`src/rtl/alu_uart_pkg.sv`:
```
// Shared constants for the UART ALU: frame header, framer state codes, logic-unit opcodes.
package alu_uart_pkg;

    localparam logic [7:0] DEFAULT_HDR_BYTE = 8'hA5;

    localparam logic [2:0] IDLE  = 3'd0;
    localparam logic [2:0] OPC   = 3'd1;
    localparam logic [2:0] OPA   = 3'd2;
    localparam logic [2:0] OPB_S = 3'd3;
    localparam logic [2:0] CHK   = 3'd4;
    localparam logic [2:0] ISSUE = 3'd5;

    localparam logic [3:0] AND_OP  = 4'd0;
    localparam logic [3:0] OR_OP   = 4'd1;
    localparam logic [3:0] XOR_OP  = 4'd2;
    localparam logic [3:0] NAND_OP = 4'd3;
    localparam logic [3:0] NOR_OP  = 4'd4;
    localparam logic [3:0] XNOR_OP = 4'd5;
    localparam logic [3:0] NOT_OP  = 4'd6;

    // States in which the inter-byte gap is policed.
    function automatic logic gap_timed_state(input logic [2:0] s);
        return (s == OPC) || (s == OPA) || (s == OPB_S) || (s == CHK);
    endfunction

endpackage

```
`src/rtl/alu_cmd_framer_byte_gap_timer.sv`:
```
// Inter-byte gap timer: expire is asserted on the TIMEOUT_CYCLES-th enabled cycle without a clear.
module byte_gap_timer #(
    parameter int unsigned TIMEOUT_CYCLES = 100000
) (
    input  logic clk,
    input  logic rst,
    input  logic clear,
    input  logic enable,
    output logic expire
);

    localparam int unsigned CW = $clog2(TIMEOUT_CYCLES + 1);

    logic [CW-1:0] count_q, count_d;

    assign expire = enable && (count_q == CW'(TIMEOUT_CYCLES - 1));

    always_comb begin
        count_d = count_q;
        if (clear || !enable) begin
            count_d = '0;
        end else if (!expire) begin
            count_d = count_q + 1'b1;
        end
    end

    always_ff @(posedge clk) begin
        if (rst) begin
            count_q <= '0;
        end else begin
            count_q <= count_d;
        end
    end

endmodule

```
`src/rtl/alu_cmd_framer.sv`:
```
// Byte-stream to command framer for the ALU logic unit (HDR, OPC, A, B[, CHK]).
// Optional trailing XOR checksum byte enabled by `define ALU_FRAMER_CHECKSUM_EN.
module alu_cmd_framer
    import alu_uart_pkg::*;
#(
    parameter int unsigned N              = 16,
    parameter logic [7:0]  HDR_BYTE       = alu_uart_pkg::DEFAULT_HDR_BYTE,
    parameter int unsigned TIMEOUT_CYCLES = 100000
) (
    input  logic                clk,
    input  logic                rst,
    input  logic [7:0]          rx_data,
    input  logic                rx_valid,
    output logic                op_valid,
    input  logic                op_ready,
    output logic [3:0]          opcode,
    output logic signed [N-1:0] a,
    output logic signed [N-1:0] b,
    output logic                busy,
    output logic                frame_err,
    output logic                drop_err
);

    localparam int unsigned OPB  = N / 8;
    localparam logic [2:0]  LAST = 3'(OPB - 1);

    logic [2:0]   state_q, state_d;
    logic [2:0]   cnt_q, cnt_d;
    logic [3:0]   opc_sh_q, opc_sh_d;
    logic [N-1:0] a_sh_q, a_sh_d, b_sh_q, b_sh_d;
    logic [3:0]   opcode_q, opcode_d;
    logic [N-1:0] a_q, a_d, b_q, b_d;
    logic         op_valid_q, op_valid_d;
    logic         frame_err_q, frame_err_d;
    logic         drop_err_q, drop_err_d;
    logic         gap_expire;
`ifdef ALU_FRAMER_CHECKSUM_EN
    logic [7:0]   chk_q, chk_d;
`endif

    byte_gap_timer #(
        .TIMEOUT_CYCLES(TIMEOUT_CYCLES)
    ) u_gap_timer (
        .clk    (clk),
        .rst    (rst),
        .clear  (rx_valid || (state_d != state_q)),
        .enable (gap_timed_state(state_q)),
        .expire (gap_expire)
    );

    always_comb begin
        state_d     = state_q;
        cnt_d       = cnt_q;
        opc_sh_d    = opc_sh_q;
        a_sh_d      = a_sh_q;
        b_sh_d      = b_sh_q;
        opcode_d    = opcode_q;
        a_d         = a_q;
        b_d         = b_q;
        op_valid_d  = op_valid_q;
        frame_err_d = 1'b0;
        drop_err_d  = 1'b0;
`ifdef ALU_FRAMER_CHECKSUM_EN
        chk_d       = chk_q;
`endif
        // A byte in the expiry cycle wins; the timer only fires on a silent cycle.
        if (gap_expire && !rx_valid) begin
            frame_err_d = 1'b1;
            state_d     = IDLE;
        end else begin
            case (state_q)
                IDLE: begin
                    if (rx_valid && rx_data == HDR_BYTE) state_d = OPC;
                end
                OPC: begin
                    if (rx_valid) begin
                        if (rx_data[7:4] != 4'h0) begin
                            frame_err_d = 1'b1;
                            state_d     = IDLE;
                        end else begin
                            opc_sh_d = rx_data[3:0];
                            cnt_d    = '0;
                            state_d  = OPA;
`ifdef ALU_FRAMER_CHECKSUM_EN
                            chk_d    = rx_data;
`endif
                        end
                    end
                end
                OPA: begin
                    if (rx_valid) begin
                        a_sh_d = N'({a_sh_q, rx_data});
`ifdef ALU_FRAMER_CHECKSUM_EN
                        chk_d  = chk_q ^ rx_data;
`endif
                        if (cnt_q == LAST) begin
                            cnt_d   = '0;
                            state_d = OPB_S;
                        end else begin
                            cnt_d = cnt_q + 3'd1;
                        end
                    end
                end
                OPB_S: begin
                    if (rx_valid) begin
                        b_sh_d = N'({b_sh_q, rx_data});
`ifdef ALU_FRAMER_CHECKSUM_EN
                        chk_d  = chk_q ^ rx_data;
`endif
                        if (cnt_q == LAST) begin
                            cnt_d = '0;
`ifdef ALU_FRAMER_CHECKSUM_EN
                            state_d = CHK;
`else
                            state_d    = ISSUE;
                            op_valid_d = 1'b1;
                            opcode_d   = opc_sh_q;
                            a_d        = a_sh_q;
                            b_d        = b_sh_d;
`endif
                        end else begin
                            cnt_d = cnt_q + 3'd1;
                        end
                    end
                end
`ifdef ALU_FRAMER_CHECKSUM_EN
                CHK: begin
                    if (rx_valid) begin
                        if (rx_data == chk_q) begin
                            state_d    = ISSUE;
                            op_valid_d = 1'b1;
                            opcode_d   = opc_sh_q;
                            a_d        = a_sh_q;
                            b_d        = b_sh_q;
                        end else begin
                            frame_err_d = 1'b1;
                            state_d     = IDLE;
                        end
                    end
                end
`endif
                ISSUE: begin
                    // The accept cycle already behaves as IDLE for an incoming byte.
                    if (op_ready) begin
                        op_valid_d = 1'b0;
                        state_d    = (rx_valid && rx_data == HDR_BYTE) ? OPC : IDLE;
                    end else if (rx_valid) begin
                        drop_err_d = 1'b1;
                    end
                end
                default: state_d = IDLE;
            endcase
        end
    end

    always_ff @(posedge clk) begin
        if (rst) begin
            state_q     <= IDLE;
            cnt_q       <= '0;
            opc_sh_q    <= '0;
            a_sh_q      <= '0;
            b_sh_q      <= '0;
            opcode_q    <= '0;
            a_q         <= '0;
            b_q         <= '0;
            op_valid_q  <= 1'b0;
            frame_err_q <= 1'b0;
            drop_err_q  <= 1'b0;
`ifdef ALU_FRAMER_CHECKSUM_EN
            chk_q       <= '0;
`endif
        end else begin
            state_q     <= state_d;
            cnt_q       <= cnt_d;
            opc_sh_q    <= opc_sh_d;
            a_sh_q      <= a_sh_d;
            b_sh_q      <= b_sh_d;
            opcode_q    <= opcode_d;
            a_q         <= a_d;
            b_q         <= b_d;
            op_valid_q  <= op_valid_d;
            frame_err_q <= frame_err_d;
            drop_err_q  <= drop_err_d;
`ifdef ALU_FRAMER_CHECKSUM_EN
            chk_q       <= chk_d;
`endif
        end
    end

    assign op_valid  = op_valid_q;
    assign opcode    = opcode_q;
    assign a         = a_q;
    assign b         = b_q;
    assign busy      = (state_q != IDLE);
    assign frame_err = frame_err_q;
    assign drop_err  = drop_err_q;

endmodule

```
`config.mk`:
```
export PLATFORM = sky130hd
export DESIGN_NAME = alu_cmd_framer
export DESIGN_NICKNAME = d
export VERILOG_FILES = /design/src/rtl/alu_uart_pkg.sv /design/src/rtl/alu_cmd_framer_byte_gap_timer.sv /design/src/rtl/alu_cmd_framer.sv
export SDC_FILE = /design/constraint.sdc
export NUM_CORES = 1
export LEC_CHECK = 0
export ABC_AREA = 0
export BUFFER_PORTS_ARGS = -buffer_cell sky130_fd_sc_hd__buf_4
export CAP_MARGIN = 5
export CORE_UTILIZATION = 31
export DETAILED_ROUTE_END_ITERATION = 12
export PLACE_DENSITY = 0.54
export SLEW_MARGIN = 0
export SYNTH_ARGS = -nofsm -noshare
export SYNTH_HDL_FRONTEND = slang
export SYNTH_SLANG_ARGS = --single-unit
```
`constraint.sdc`:
```
create_clock -name clk -period 2.42 [get_ports clk]
set_input_delay 0.605 -clock clk [delete_from_list [all_inputs] [get_ports clk]]
set_output_delay 0.605 -clock clk [all_outputs]
set_load 0.01 [all_outputs]
```
Word-level counts from Yosys, hierarchy flattened
Index checks and enable logic that the tools add are counted.
{"block": "word_totals", "reg_bits": 90, "out_inout_bits": 40, "wordCells": 81}
{"block": "classes", "n_addsub": 2, "n_eq_ne": 15, "muxes": 25, "n_bitwise": 3, "reduce_logical": 24}
{"cell": "$mux W3", "count": 12}
{"cell": "$add A17 B1 Y17 const B", "count": 1}
{"cell": "$eq A17 B17 Y1 const B", "count": 1}
{"cell": "$pmux W3 S5", "count": 1}
{"cell": "$reduce_and A5 Y1", "count": 2}
{"cell": "$mux W1", "count": 9}
{"cell": "$eq A8 B8 Y1 const B", "count": 1}
{"cell": "$ne A2 B2 Y1 const B", "count": 4}
{"cell": "$reduce_and A4 Y1", "count": 2}
{"cell": "$eq A3 B1 Y1 const B", "count": 2}
{"cell": "$eq A3 B2 Y1 const B", "count": 2}
{"cell": "$eq A3 B3 Y1 const B", "count": 2}
{"cell": "$pmux W3 S2", "count": 1}
{"cell": "$reduce_and A3 Y1", "count": 2}
{"cell": "$logic_or A1 B1 Y1", "count": 5}
{"cell": "$ne A2 B1 Y1 const B", "count": 2}
{"cell": "$reduce_bool A2 Y1", "count": 2}
{"cell": "$reduce_bool A4 Y1", "count": 1}
{"cell": "$reduce_or A2 Y1", "count": 2}
{"cell": "$reduce_or A4 Y1", "count": 1}
{"cell": "$add A3 B1 Y3 const B", "count": 1}
{"cell": "$logic_and A1 B1 Y1", "count": 3}
{"cell": "$logic_not A3 Y1", "count": 1}
{"cell": "$ne A3 B3 Y1", "count": 1}
{"cell": "5 further kinds", "count": 8}

Longest topological paths before layout
Gate-level depths: netlist of run 1.
{"block": "logic_depth", "word_depth": 11, "depth_mapped": 7, "mapped_depth_nobuf": 5}

Hierarchy
Synthesis of run 1 repeated with hierarchy kept, for this count alone.
{"block": "hier_totals", "cells_unflattened": 436, "hier_area_um2": 3776.1}
{"mod": "alu_cmd_framer", "instances": 1, "cells_per_inst": 341, "area_each_um2": 2927.8}
{"mod": "byte_gap_timer", "instances": 1, "cells_per_inst": 95, "area_each_um2": 848.3}

Least setup slack after synthesis of run 1
No wires, ideal clock.
{"block": "synth_timing", "path_type": "input port to flip-flop", "startpoint": "input port rx_data[7]", "endpoint": "register cnt_q[2]", "setup_ns": 0.123, "arrival_time_ns": 1.684, "t_required_ns": 2.297, "path_slack_ns": 0.612, "path_stages": 4, "path_buffers": 0, "cell_sequence": "or4_4 o21ai_2 nand2_1 mux2_1"}
{"block": "synth_via", "elab_chain_len": 3}
{"element": "start, declared", "line_no": "alu_cmd_framer.sv:12", "source": "input logic [7:0] rx_data,"}
{"element": "$reduce_bool A4 Y1", "line_no": "alu_cmd_framer.sv:77", "source": "if (rx_data[7:4] != 4'h0) begin"}
{"element": "$ne A2 B2 Y1 (no source line)"}
{"element": "$reduce_and A5 Y1 (no source line)"}
{"element": "end signal, assigned", "line_no": "alu_cmd_framer.sv:174", "source": "cnt_q <= cnt_d;"}
{"element": "end, declared", "line_no": "alu_cmd_framer.sv:28", "source": "logic [2:0] cnt_q, cnt_d;"}
Every way passes these cells.
A chain may end at the register's enable or synchronous reset.

Worst setup path after layout of run 1
{"block": "layout_timing", "startpoint": "register state_q[1]", "endpoint": "output port busy"}
{"block": "layout_via", "elab_chain_len": 1}
{"element": "start, declared", "line_no": "alu_cmd_framer.sv:27", "source": "logic [2:0] state_q, state_d;"}
{"element": "start signal, assigned", "line_no": "alu_cmd_framer.sv:173", "source": "state_q <= state_d;"}
{"element": "$reduce_bool A3 Y1", "line_no": "alu_cmd_framer.sv:194", "source": "assign busy = (state_q != IDLE);"}
{"element": "end, declared", "line_no": "alu_cmd_framer.sv:19", "source": "output logic busy,"}
Every way passes these cells.

==> results of run 1 <==
-- critical path: cells and delay by family, from the launching register on --
kind                   cells  cell delay, ps
DFF                        1             450
buffers and inverters      1             170
and+or+nand+nor            1             490
-- synthesized netlist by cell type (all sizes together) (3+ instances only) --
library cell / count / area share, %
a21oi: 67 / 9.4
nor3b: 3 / 0.63
clkbuf: 13 / 1.4
inv: 4 / 0.42
nand3: 11 / 1.5
nand2: 131 / 14
xnor2: 13 / 3.2
nand4b: 3 / 0.74
a211oi: 3 / 0.77
nor4: 9 / 2.4
nor2b: 3 / 0.53
nand4: 7 / 1.2
buf: 14 / 2.1
nand3b: 3 / 0.74
o21ai: 3 / 0.53
xor2: 3 / 0.74
dfxtp: 90 / 51
nor2: 9 / 0.95
nor3: 20 / 2.8
-- final cells by class --
| class | count | area, µm² |
|---|---|---|
| Tap cell | 140 | 175.2 |
| Fill cell | 1154 | 6668 |
| Clock inverter | 5 | 30.03 |
| Timing Repair Buffer | 63 | 473.0 |
| Inverter | 4 | 15.01 |
| Clock buffer | 11 | 242.7 |
| Sequential cell | 90 | 1802 |
| Multi-Input combinational cell | 308 | 1625 |
-- cell families (layout without fill, tap and decap cells) --
| family | Yosys count | in the layout | share of synthesized area [%] |
|---|---|---|---|
| XOR/XNOR | 16 | 16 | 3.930 |
| multiplexers | 3 | 3 | 0.8772 |
| AO/OA/AOI/OAI | 77 | 77 | 11.68 |
| buffers and inverters | 31 | 83 | 3.895 |
| AND/OR/NAND/NOR | 211 | 211 | 28.74 |
| adder cells (fa/ha/maj) | 1 | 1 | 0.3508 |
| flip-flops | 90 | 90 | 50.53 |
-- power by group --
part / total (W) / internal, W / leakage, nW / switching [W]
clock network: 0.00128 / 0.000718 / 0.131 / 0.000563
logic: 0.0000635 / 0.0000197 / 0.602 / 0.0000439
registers: 0.00148 / 0.00148 / 0.724 / 0.0000000785
-- final timing paths --
kind | endpoint | from | cells past startpoint | slack, ps
setup reg to reg | cnt_q[2]$_SDFFE_PP0P_ | state_q[0]$_SDFF_PP0_ | 4 | 680
hold / removal | a[10]$_SDFFE_PP0P_ | a[10]$_SDFFE_PP0P_ | 2 | 450
hold reg to reg | a[10]$_SDFFE_PP0P_ | a[10]$_SDFFE_PP0P_ | 2 | 450
setup / recovery | busy | state_q[1]$_SDFF_PP0_ | 2 | 360
-- state kept, by name (all words and copies together), names as in the netlist --
name	cells
a_sh_q	16
op_valid	1
b_sh_q	8
u_gap_timer.count_q	17
drop_err	1
frame_err	1
a	16
cnt_q	3
opcode	4
state_q	3
b	16
opc_sh_q	4
-- layer usage --
layer / part of all wire (%) / up-vias / GRT usage, %
li1: - / 1561 / -
met1: 49 / 1390 / 19.26
met2: 47 / 41 / 24.89
met3: 2.8 / 13 / 3.646
met4: 1.9 / 0 / 6.286
met5: 0 / - / 0
-- per-stage QoR --
stage | cells | total power [W] | hold WS (ps)
2_1_floorplan | 429 | 0.001541 | 432.1
3_3_place_gp | 605 | 0.001577 | 442.5
3_5_place_dp | 605 | 0.001578 | 447.1
4_1_cts | 621 | 0.002863 | 455.3
5_1_grt | 621 | 0.002938 | 469.4
6_report | 621 | 0.002826 | 451.8
==> results.md, run 1 <==
- Area after DPL: roughly 0.0041 mm²
- Worst EP arrival: 1450 ps
- # setup viols final: 0
- Synth Cell Area: approximately 0.0036 mm²
- Maximum vdd drop: between 0.0004 and 0.0005 V
- Synthesized area per cell: slightly above 8 µm²
- Endpoint class of the critical path: primary output
- CP Launch Type: flip-flop
- Layout cells sized above 1: ~18%
- H-tree Lvls: 3
- DRC errors left: 0
- EDFF count, synth: 0
- Final Max Tran Viols: 0
- P_leak: about 1.5 nW
- Ant diodes: 0
- Post-synth top flop: dfxtp_1
- Pre-Repair DR Iteration Count: 4
- CTS Buf Count: 9
- Post-synth ARST share: 0%
- Worst-margin pin slew: around 550 ps
- Worst skew pair latency: 340 ps
- I/O Buffers: a little over 50
- Cells after Synth: 429
- Vias: ~3000
- Cell Chain, Critical Path: or3_1 > buf_4
- Core ar.: around 0.011 mm²
- Status: complete, no violations
- Rows: 38
- Gr ovfl total: 0
- GR Util All Layers: 15.26%
- TritonCTS clock tree: built
- Final worst slack: roughly 360 ps
- Max Cap Violations: 0
- Post-CTS Setup Repair Bufs: 0
- Util after Layout: between 30% and 40%
- Number of distinct library cells after synthesis: 42
- Initial antenna violation count: 0
- Gpl congestion: around 0.78
- Die Y-Extent: 109.3 µm
- RSZ-0062 raised after global routing: false
- Slowest stage delay, CP: 490 ps
- WL/cell: 13.45 µm
- Commonest cells after routing, fill and taps aside: 131 x nand2_1, 90 x dfxtp_1, 67 x a21oi_1
- Clock buffer depth: 2
- Ys Warns: 0
- Relative slew slack: between 60% and 70%
- Routed Antenna Nets: 0
- Slowest CP cell: or3_1
- Worst path required time: around 1800 ps
- Commonest non-fill, non-tap cell in the layout: nand2_1
- Number of synthesized register bits: 90
- Worst clock skew: approximately 6.1 ps
- Dpl ws: approximately 400 ps
- Hold_buf cts: 0
- Vias in the first global route: 2860
- Total clock sinks: 90
- First-pass GRT wire length: ~14000 µm
- Final wirelength: 8354 µm
- Syn nets: ~440
- Largest net degree at the start of global routing: 29
- Total die area: approximately 0.012 mm²
- Layout net count: about 490
- Fmax achieved: between 0.4 and 0.5 GHz
- Post-cts gate resize count: 0
- Syn-to-layout area delta: 22.35%
- DRT iter0 DRCs: 135
- Die Wd: around 110 µm
- IO Pins: between 50 and 60
- Worst Path Max Fanout: 15
- Power per Cell Area: between 600 and 700 mW/mm²
- Final Hold Vio Count: 0
- Worst-path clk slew: ~60 ps
- Kind of critical path: flip-flop to primary output
- Routed vias/inst: approximately 4.8
- Final standard cell area without fillers: between 0.004 and 0.005 mm²
- Root buf cell: clkbuf_16
- Initial Util: between 30% and 40%
- Period utilisation layout: between 80% and 90%
- Seq/Total Area, Yosys: ~50%
- Tmin final: ~2100 ps
- Hpwl dp: roughly 5800 µm
- Hold crit path type: flip-flop to flip-flop
- Fin Setup TNS: 0 ps
Note: power is estimated with default switching activity, not from simulation.
==> inputs of run 2 (changes only) <==
==> constraint.sdc (replaced) <==
create_clock -name clk -period 1.9 [get_ports clk]
set_input_delay 0.475 -clock clk [delete_from_list [all_inputs] [get_ports clk]]
set_output_delay 0.475 -clock clk [all_outputs]
set_load 0.01 [all_outputs]
==> run 2 against run 1 <==
Wire length rose by 1.5%. Global-route usage is 0.47 points higher. Hold slack got worse by 110 ps. Via count is 1.1% higher. Sequential power rose by 28%. Combinational power rose by 36%. Non-clock buffer count is 12 higher. Clock power rose by 41%. Critical path depth unchanged. Die area unchanged. Largest power group unchanged. Highest routed layer unchanged.
==> results.md, run 2 (synthesis gave the netlist of run 1 again) <==
- Rows: 38
- GR Util All Layers: between 10% and 20%
- DRC errors left: 0
- Routed vias/inst: 4.809
- Sw power: 0.0007412 W
- Initial Util: between 30% and 40%
- Post-CTS Setup Repair Bufs: 0
- Status: complete, no violations
- Reg with most FFs: u_gap_timer.count_q
- Worst-path clk slew: around 60 ps
- Hpwl dp: approximately 6000 µm
- Core ar.: around 0.011 mm²
- Root buf cell: clkbuf_16
- Crit path max-delay family: simple AND/OR/NAND/NOR gates
- Power per Cell Area: about 840 mW/mm²
- Kind of critical path: flip-flop to primary output
- Switching share of power: approximately a fifth
- Hold crit path type: input pin to flip-flop
- DRT iter0 DRCs: ~150
- Layout cells sized above 1: between 10% and 20%
- Worst-margin pin slew: 513.4 ps
- Final wirelength: roughly 8500 µm
- Gr ovfl total: 0
- IO Pins: 52
- Syn-to-layout area delta: 25.89%
- Worst Path Max Fanout: 9
- Ant diodes: 0
- Final Hold Vio Count: 0
- Total clock sinks: 90
- Hold_buf cts: 0
- Fillers: between 1000 and 1500
- I/O Buffers: between 50 and 60
- Fin Setup TNS: 0 ps
- Largest net degree at the start of global routing: 38
- Worst clock skew: between 5 and 6 ps
- Worst path required time: around 1400 ps
- Buf/Inv on CP: 1
- H-tree Lvls: 3
- Post-cts gate resize count: 0
- Vias: slightly above 3000
- Gpl congestion: about 0.8
- Routed wl met2: 3995 µm
- Commonest cells after routing, fill and taps aside: 131 x nand2_1, 90 x dfxtp_1, 74 x buf_4
- Tmin final: roughly 1800 ps
- Clock buffer depth: 2
- TritonCTS clock tree: built
- WL/cell: ~13 µm
- Slowest CP cell: or3_1
- Cell Chain, Critical Path: or3_1 > buf_4
- Layout net count: 501
- Period utilisation layout: 96.95%
- Vias in the first global route: slightly below 3000
- P_leak: 1.542 nW
- Fin cells: 632
- First-pass GRT wire length: around 14000 µm
- Dpl cells: 616
- Met1 WL: roughly 4000 µm
- Die Wd: around 110 µm
- Routed Antenna Nets: 0
- Initial antenna violation count: 0
- # setup viols final: 0
- Endpoint class of the critical path: primary output
- Slowest stage delay, CP: about 460 ps
- Flop pwr share: around half
- P_int: 0.003034 W
- CTS Buf Count: 9
- Clk network pwr share: between 40% and 50%
- Gate power share: under 10%
- CP Launch Type: flip-flop
- Relative slew slack: 65.70%
- Final Max Tran Viols: 0
- Commonest non-fill, non-tap cell in the layout: nand2_1
- Fmax achieved: between 0.5 and 0.6 GHz
- Maximum vdd drop: approximately 0.00063 V
- RSZ-0062 raised after global routing: false
- DR WL met3: about 320 µm
- Worst skew pair latency: 340 ps
- Worst EP arrival: between 1000 and 1500 ps
- Total die area: between 0.01 and 0.015 mm²
- Die Y-Extent: between 100 and 150 µm
- Flip-flop count of the largest register after layout: 17
- Pre-Repair DR Iteration Count: 4
- Top layer in use: met4
- Max Cap Violations: 0
## run 2: layout make-up
class	instances	area, µm²	area share [%]
multi-input cells	308	1625	36.20
clock buffers	13	270.3	6.020
clock inverters	2	35.03	0.7804
repair buffers	75	566.8	12.63
flip-flops and latches	90	1802	40.13
inverters	4	15.01	0.3344
well taps	140	175.2	3.902
## run 2: power groups by stage
stage	logic, W	registers [W]	clock network (W)
finish	0.0000862	0.00189	0.00180
global route	0.0000929	0.00189	0.00193
CTS	0.0000869	0.00189	0.00186
detailed placement	0.0000867	0.00193	0
global placement	0.0000856	0.00193	0
floorplan	0.0000345	0.00193	0
## run 2: path summary, 6_finish.rpt
| kind | start | to | slack (ps) | cells past startpoint |
|---|---|---|---|---|
| setup / recovery | state_q[1]$_SDFF_PP0_ | busy | 60 | 2 |
| hold / removal | rst | state_q[2]$_SDFF_PP0_ | 340 | 2 |
| setup reg to reg | u_gap_timer.count_q[11]$_SDFFE_PP0P_ | u_gap_timer.count_q[3]$_SDFFE_PP0P_ | 180 | 5 |
| hold reg to reg | b_sh_q[4]$_SDFFE_PP0P_ | b[12]$_SDFFE_PP0P_ | 450 | 2 |
## run 2: per-layer routing
layer,GRT usage (%),vias up
met2,24.80,45
met4,6.571,0
met1,20.71,1403
met5,0,-
li1,-,1581
met3,3.407,10
## run 2: through the flow
| stage | power, W | hold WS, ps | cell area, µm² | util [%] | setup WS (ps) |
|---|---|---|---|---|---|
| after floorplan | 0.001963 | 432.1 | 3566 | - | 222.3 |
| after global placement | 0.002014 | 440.0 | 4173 | 37.83 | 42.72 |
| after detailed placement | 0.002015 | 445.4 | 4173 | 37.83 | 33.63 |
| after CTS | 0.003831 | 324.7 | 4478 | 40.60 | 39.55 |
| after global routing | 0.003911 | 340.9 | 4489 | 40.70 | 10.96 |
| final | 0.003775 | 341.1 | 4489 | 40.70 | 57.96 |
## run 2: worst register-to-register path, delay by kind of cell (launching register included)
kind | cells | cell delay [ps]
buffers and inverters | 1 | 250
flip-flops | 1 | 370
AND/OR/NAND/NOR | 4 | 970
